## config.mk

```make
export PLATFORM = sky130hd
export DESIGN_NAME = pipe_stage_reg
export DESIGN_NICKNAME = d
export VERILOG_FILES = /design/src/rtl/pipe_pkg.sv /design/src/rtl/pipe_skid_slot.sv /design/src/rtl/pipe_stage_reg.sv
export SDC_FILE = /design/constraint.sdc
export NUM_CORES = 1
export LEC_CHECK = 0
export ABC_AREA = 1
export BUFFER_PORTS_ARGS = -buffer_cell sky130_fd_sc_hd__buf_2
export CAP_MARGIN = 25
export CORE_MARGIN = 5
export CORE_UTILIZATION = 30
export CTS_BUF_LIST = sky130_fd_sc_hd__clkbuf_4 sky130_fd_sc_hd__clkbuf_8
export DETAILED_ROUTE_END_ITERATION = 16
export PLACE_DENSITY_LB_ADDON = 0.3
export RECOVER_POWER = 100
export SYNTH_ARGS = -nofsm -noshare
export SYNTH_HDL_FRONTEND = slang
export SYNTH_SLANG_ARGS = --single-unit
```

## constraint.sdc

```tcl
create_clock -name clock -period 0.9 [get_ports clock]
set_input_delay 0.045 -clock clock [delete_from_list [all_inputs] [get_ports clock]]
set_output_delay 0.045 -clock clock [all_outputs]
set_load 0.01 [all_outputs]
```

## src/rtl/pipe_pkg.sv

```systemverilog
// pipe_pkg: shared definitions for the pipe_stage_reg slice.
//   DATA_W_DEF / OP_W_DEF : default payload and opcode widths
//   NOP_OP                : opcode shown downstream when the stage is empty
//   skid_state_e          : occupancy encoding used when PIPE_STAGE_SKID_EN is defined
package pipe_pkg;

    localparam int         DATA_W_DEF = 20;
    localparam int         OP_W_DEF   = 4;
    localparam logic [3:0] NOP_OP     = 4'h0;

    typedef enum logic [1:0] {
        SKID_EMPTY = 2'd0,
        SKID_ONE   = 2'd1,
        SKID_TWO   = 2'd2
    } skid_state_e;

endpackage

```

## src/rtl/pipe_skid_slot.sv

```systemverilog
// pipe_skid_slot: one opcode+payload holding register with a valid bit.
// Ports:
//   clock, reset         rising-edge clock, synchronous active-high reset
//   flush                drop the held beat (payload kept, opcode -> BUBBLE_OP)
//   load                 capture d_opcode/d_data, mark valid
//   unload               drop the held beat when nothing is loaded
//   d_opcode, d_data     incoming beat
//   q_valid, q_opcode, q_data  held beat; q_opcode is BUBBLE_OP when q_valid=0
module pipe_skid_slot
    import pipe_pkg::*;
#(
    parameter int                DATA_W    = DATA_W_DEF,
    parameter int                OP_W      = OP_W_DEF,
    parameter logic [OP_W-1:0]   BUBBLE_OP = OP_W'(NOP_OP)
) (
    input  logic              clock,
    input  logic              reset,
    input  logic              flush,
    input  logic              load,
    input  logic              unload,
    input  logic [OP_W-1:0]   d_opcode,
    input  logic [DATA_W-1:0] d_data,
    output logic              q_valid,
    output logic [OP_W-1:0]   q_opcode,
    output logic [DATA_W-1:0] q_data
);

    // The opcode is rewritten to the bubble value whenever the slot empties,
    // so the downstream opcode comes straight from a flop.
    always_ff @(posedge clock) begin
        if (reset) begin
            q_valid  <= 1'b0;
            q_opcode <= BUBBLE_OP;
            q_data   <= '0;
        end else if (flush) begin
            q_valid  <= 1'b0;
            q_opcode <= BUBBLE_OP;
        end else if (load) begin
            q_valid  <= 1'b1;
            q_opcode <= d_opcode;
            q_data   <= d_data;
        end else if (unload) begin
            q_valid  <= 1'b0;
            q_opcode <= BUBBLE_OP;
        end
    end

endmodule

```

## src/rtl/pipe_stage_reg.sv

```systemverilog
// pipe_stage_reg: inter-stage pipeline register with valid/ready handshake,
// stall back-pressure, synchronous flush and bubble insertion.
// Configuration macro PIPE_STAGE_SKID_EN:
//   undefined - single register, in_ready combinational from out_ready
//   defined   - 2-entry skid buffer, in_ready from a flop
// Ports:
//   clock, reset                    rising-edge clock, synchronous active-high reset
//   flush                           squash stage contents
//   in_valid, in_ready              upstream handshake
//   in_opcode, in_data              upstream beat
//   out_valid, out_ready            downstream handshake
//   out_opcode, out_data            registered beat; out_opcode=BUBBLE_OP when empty
//
// Skid FSM (PIPE_STAGE_SKID_EN):
//   state      | meaning
//   SKID_EMPTY | no beat held
//   SKID_ONE   | beat in main register only
//   SKID_TWO   | main register and skid slot both full, upstream stalled
module pipe_stage_reg
    import pipe_pkg::*;
#(
    parameter int              DATA_W    = DATA_W_DEF,
    parameter int              OP_W      = OP_W_DEF,
    parameter logic [OP_W-1:0] BUBBLE_OP = OP_W'(NOP_OP)
) (
    input  logic              clock,
    input  logic              reset,
    input  logic              flush,
    input  logic              in_valid,
    output logic              in_ready,
    input  logic [OP_W-1:0]   in_opcode,
    input  logic [DATA_W-1:0] in_data,
    output logic              out_valid,
    input  logic              out_ready,
    output logic [OP_W-1:0]   out_opcode,
    output logic [DATA_W-1:0] out_data
);

    logic              accept;
    logic              emit;
    logic              main_load;
    logic              main_unload;
    logic [OP_W-1:0]   main_d_opcode;
    logic [DATA_W-1:0] main_d_data;

    assign accept = in_valid & in_ready;
    assign emit   = out_valid & out_ready;

`ifdef PIPE_STAGE_SKID_EN

    skid_state_e       state_q;
    skid_state_e       state_d;
    logic              rdy_q;
    logic              skid_load;
    logic              skid_unload;
    logic              skid_valid;
    logic [OP_W-1:0]   skid_opcode;
    logic [DATA_W-1:0] skid_data;
    logic              main_from_skid;

    // rdy_q looks one state ahead so in_ready never depends on out_ready.
    always_ff @(posedge clock) begin
        if (reset) begin
            state_q <= SKID_EMPTY;
            rdy_q   <= 1'b1;
        end else begin
            state_q <= state_d;
            rdy_q   <= (state_d != SKID_TWO);
        end
    end

    always_comb begin
        state_d = state_q;
        if (flush) begin
            state_d = SKID_EMPTY;
        end else begin
            case (state_q)
                SKID_EMPTY: if (accept) state_d = SKID_ONE;
                SKID_ONE: begin
                    if (accept && !emit)      state_d = SKID_TWO;
                    else if (emit && !accept) state_d = SKID_EMPTY;
                end
                SKID_TWO:   if (emit) state_d = SKID_ONE;
                default:    state_d = SKID_EMPTY;
            endcase
        end
    end

    always_comb begin
        main_load      = 1'b0;
        main_unload    = 1'b0;
        main_from_skid = 1'b0;
        skid_load      = 1'b0;
        skid_unload    = 1'b0;
        case (state_q)
            SKID_EMPTY: main_load = accept;
            SKID_ONE: begin
                main_load   = accept & emit;
                main_unload = emit & ~accept;
                skid_load   = accept & ~emit;
            end
            SKID_TWO: begin
                main_from_skid = 1'b1;
                main_load      = emit;
                skid_unload    = emit & skid_valid;
            end
            default: ;
        endcase
    end

    assign in_ready      = rdy_q & ~flush;
    assign main_d_opcode = main_from_skid ? skid_opcode : in_opcode;
    assign main_d_data   = main_from_skid ? skid_data   : in_data;

    pipe_skid_slot #(
        .DATA_W    (DATA_W),
        .OP_W      (OP_W),
        .BUBBLE_OP (BUBBLE_OP)
    ) u_skid (
        .clock    (clock),
        .reset    (reset),
        .flush    (flush),
        .load     (skid_load),
        .unload   (skid_unload),
        .d_opcode (in_opcode),
        .d_data   (in_data),
        .q_valid  (skid_valid),
        .q_opcode (skid_opcode),
        .q_data   (skid_data)
    );

`else

    assign in_ready      = (~out_valid | out_ready) & ~flush;
    assign main_load     = accept;
    assign main_unload   = emit;
    assign main_d_opcode = in_opcode;
    assign main_d_data   = in_data;

`endif

    pipe_skid_slot #(
        .DATA_W    (DATA_W),
        .OP_W      (OP_W),
        .BUBBLE_OP (BUBBLE_OP)
    ) u_main (
        .clock    (clock),
        .reset    (reset),
        .flush    (flush),
        .load     (main_load),
        .unload   (main_unload),
        .d_opcode (main_d_opcode),
        .d_data   (main_d_data),
        .q_valid  (out_valid),
        .q_opcode (out_opcode),
        .q_data   (out_data)
    );

endmodule
```

==> results list <==
* Class of the worst hold path: in -> reg
- Required time at the worst-slack endpoint: 0.85 ns
- The core region is 3606 µm².
* Source-to-sink clock delay at the later pin of the worst-skew pair: 0.27 ns
- Startpoint-to-endpoint class of the critical path: reg -> out
- End of the worst register-to-register path: u_main.q_data[5]$_SDFFE_PP0P_
* Layout cell share with drive strength beyond 1: 64.61%
- Wire length of the first global-routing pass: 4712 µm
- Averaged over all synthesized cells, the footprint is 9.636 µm².
- Starting density of the core: 30.46%
- The root buffer cell chosen for the clock tree is clkbuf_8.
- Entering global routing, the biggest net connects 15 pins.
- In this run the tightest slew margin relative to its limit is 84.45%.
- The area growth from synthesis to layout is 49.89%.
- Register area share after synthesis: 45.56%
- Once detailed placement completed, the half-perimeter wirelength came to 2171 µm.
- Hold wc startpoint: in_data[0]
- In this run the number of H-tree levels came out at 1.
- Number of buffers created by CTS: 3
- Hold-critical path endpoint: u_main.q_data[0]$_SDFFE_PP0P_
- Post-route fraction of the period consumed by the critical path: 118.5%
- The largest total area in the synthesized netlist belongs to dfxtp_1.
- The floorplan has 22 rows.
- By area the synthesized netlist is led by dfxtp_1 46%, a21oi_2 16%, nand3_1 11%.
- Number of inserted diodes: 0
- Post-layout instance count excluding filler cells: 226
* Final RePlAce weighted congestion: 0.7931
- The final route contains 1,055 vias.
- The count of final hold-check violations came to 0.
- Post-synthesis instance area: 1099 µm²
* Final layout net count: 208
- CTS saw 25 sinks.
* Tot GR Track Use: 12.03%
- The checks that failed: negative setup slack.
- Setup violations remaining at the end of the flow were counted as 27.
- Summing all placed instances gives a cell area of 1466 µm².
* Horizontal die dimension: 70.52 µm
- The final-report max-slew violation count was 0.
* Area fraction of the dominant cell type after synthesis: 45.56%
- The clock passes through at most 2 buffers.
- Summed over all cells, the static leakage comes to 0.6113 nW.
* Number of stages on the worst hold path: 3
- Based on the critical path, the design can be clocked at up to 0.9374 GHz.
- Finished layout cell area: 1647 µm²
- For this design the top-level I/O count stands at 55.
- The worst register-to-register path begins at u_main.q_valid$_SDFFE_PP0P_.
- Setup crit start kind: flop
- Final sum of negative setup slack: -3.920 ns
- The worst setup path is captured at a primary output.
* TritonCTS clock tree: yes
- Counting tap cells, the placed design contains a total of 219 instances.
- The number of nets in the synthesized netlist is 143.
- In the routed layout, each cell is associated on average with a via count of 4.668.
- Number of distinct library cells after synthesis: 15
- Yosys warnings: 0
- Cell Pwr Density: 1407 nW/µm²
- Once routing completed, OpenROAD measured the worst setup slack at -0.1668 ns.
- For the worst flop-to-flop path, the logic depth is 6.
* Critical-path maximum fanout: 3
* WL/cell: 13.55 µm
- Summing internal, switching and leakage power gives 2.316 mW.
- The cell count after synthesis came out at 114.
- DRC viols: 0
* Data arrival time of the critical path: 1.02 ns
- Setup repair after global routing could not meet its margin everywhere.
* Number of maximum-capacitance constraint violations: 0
- Final hold analysis gives a worst-case slack of 0.02300 ns.
- After layout, the minimum clock period comes to 1.067 ns.
- Number of buffers added on ports: 54
- Antenna-violating nets left: 0
* Outcome: finished, violations left
- Number of antenna violations at the first check in global routing: 0
- Fill cells: 370
- Counting flops and latches in the post-synthesis netlist gives 25.
- Via count of the first global-routing pass: 1,008
* Clock input transition at the sequential cells of the worst setup and hold paths: 0.09 ns
* Post-Route WL: 3062 µm
- Across all register-to-register paths, the minimum setup slack is -0.16 ns.
- DIE AREA: 4972 µm²
- Across the routed clock network, the largest skew measured is 0.004566 ns.
* Y dimension of the die: 70.52 µm
* Number of violations reported at the end of detailed-routing iteration 0: 18
- For this run, the detailed router's first-pass iteration total came to 2.
- Worst vdd ir: 0.6837 mV
- At the pin with the least slew margin, the transition time is 0.2332 ns.
* Grt ovf: 0
## cell type report
| type | count | area, µm² | share of cell area (%) |
|---|---|---|---|
| inverters | 2 | 7.507 | 0.4559 |
| clock buffers | 4 | 48.80 | 2.964 |
| multi-input cells | 78 | 614.3 | 37.31 |
| repair buffers | 69 | 411.6 | 25.00 |
| well taps | 48 | 60.06 | 3.647 |
| flip-flops and latches | 25 | 504.2 | 30.62 |
## stage by stage
stage                     util, %  worst slack (ns)
after floorplan                 -          -0.05628
after detailed placement    40.67          -0.05405
final                       45.66           -0.1668
after global routing        45.66           -0.2096
after global placement      40.67          -0.03272
after CTS                   44.10           -0.1309
## critical path, stage by stage (launching register included)
cell     delay (ns)
dfxtp_4        0.37
a21oi_4        0.17
buf_6          0.13
buf_6          0.09
## sequential cells by signal, indices dropped and copies added (netlist names)
| signal | cells |
|---|---|
| u_main.q_data | 20 |
| u_main.q_opcode | 4 |
| u_main.q_valid | 1 |
## metal layers
layer  global-route usage, %  wire length (µm)
met5                       0                 0
met4                   5.957                25
met3                   4.317               248
met2                   18.61              1503
met1                   14.72              1284
## power breakdown
part	internal (mW)	leakage, nW	total [mW]	switching (mW)
clock	0.347	0.0262	0.691	0.345
sequential	1.15	0.205	1.19	0.0346
combinational	0.203	0.380	0.440	0.237
## cell families (layout without fill, tap and decap cells)
group | Yosys count | after routing | share of synthesized area, %
simple gates | 52 | 52 | 27.90
compound gates | 26 | 26 | 18.68
flops | 25 | 25 | 45.56
buf+inv | 11 | 75 | 7.859
## cell usage after synthesis, drive strengths merged
| library cell | number |
|---|---|
| or2 | 1 |
| clkbuf | 1 |
| buf | 8 |
| nand3 | 25 |
| nand2 | 22 |
| a21oi | 26 |
| inv | 2 |
| nand4 | 4 |
| dfxtp | 25 |
## cells in the final DEF, fill, tap and decap left out
| cell type | netlist | final |
|---|---|---|
| a21oi_1 | 6 | 2 |
| a21oi_2 | 20 | 23 |
| a21oi_4 | 0 | 1 |
| buf_12 | 2 | 2 |
| buf_2 | 4 | 28 |
| buf_4 | 2 | 8 |
| buf_6 | 0 | 7 |
| clkbuf_1 | 1 | 22 |
| clkbuf_2 | 0 | 2 |
| clkbuf_4 | 0 | 1 |
| clkbuf_8 | 0 | 3 |
| dfxtp_1 | 25 | 24 |
| dfxtp_4 | 0 | 1 |
| inv_2 | 2 | 2 |
| nand2_2 | 19 | 19 |
| nand2_4 | 1 | 3 |
| nand3_1 | 24 | 11 |
| nand3_2 | 0 | 13 |
| nand3_4 | 1 | 1 |
| nand4_1 | 4 | 4 |
| or2_2 | 1 | 1 |
## worst max-delay path by stage
| stage | startpoint | endpoint | slack [ns] | cells past startpoint |
|---|---|---|---|---|
| final | u_main.q_valid$_SDFFE_PP0P_ | in_ready | -0.17 | 3 |
| after global routing | u_main.q_valid$_SDFFE_PP0P_ | u_main.q_data[6]$_SDFFE_PP0P_ | -0.21 | 5 |
| after CTS | u_main.q_valid$_SDFFE_PP0P_ | in_ready | -0.13 | 3 |
| after detailed placement | u_main.q_valid$_SDFFE_PP0P_ | u_main.q_data[0]$_SDFFE_PP0P_ | -0.05 | 4 |
| after global placement | u_main.q_valid$_SDFFE_PP0P_ | u_main.q_data[7]$_SDFFE_PP0P_ | -0.03 | 4 |
| after floorplan | u_main.q_valid$_SDFFE_PP0P_ | u_main.q_data[18]$_SDFFE_PP0P_ | -0.06 | 5 |
## what timing repair did
| item | CTS | global route |
|---|---|---|
| gates resized for setup | 13 | 17 |
| endpoints found under the setup margin | 26 | 27 |
| hold buffers | 0 | 0 |
| buffers inserted | 2 | 1 |
| hold endpoints to repair | 0 | 0 |
| pin swaps | 2 | 4 |
(Power assumes the default switching activity.)
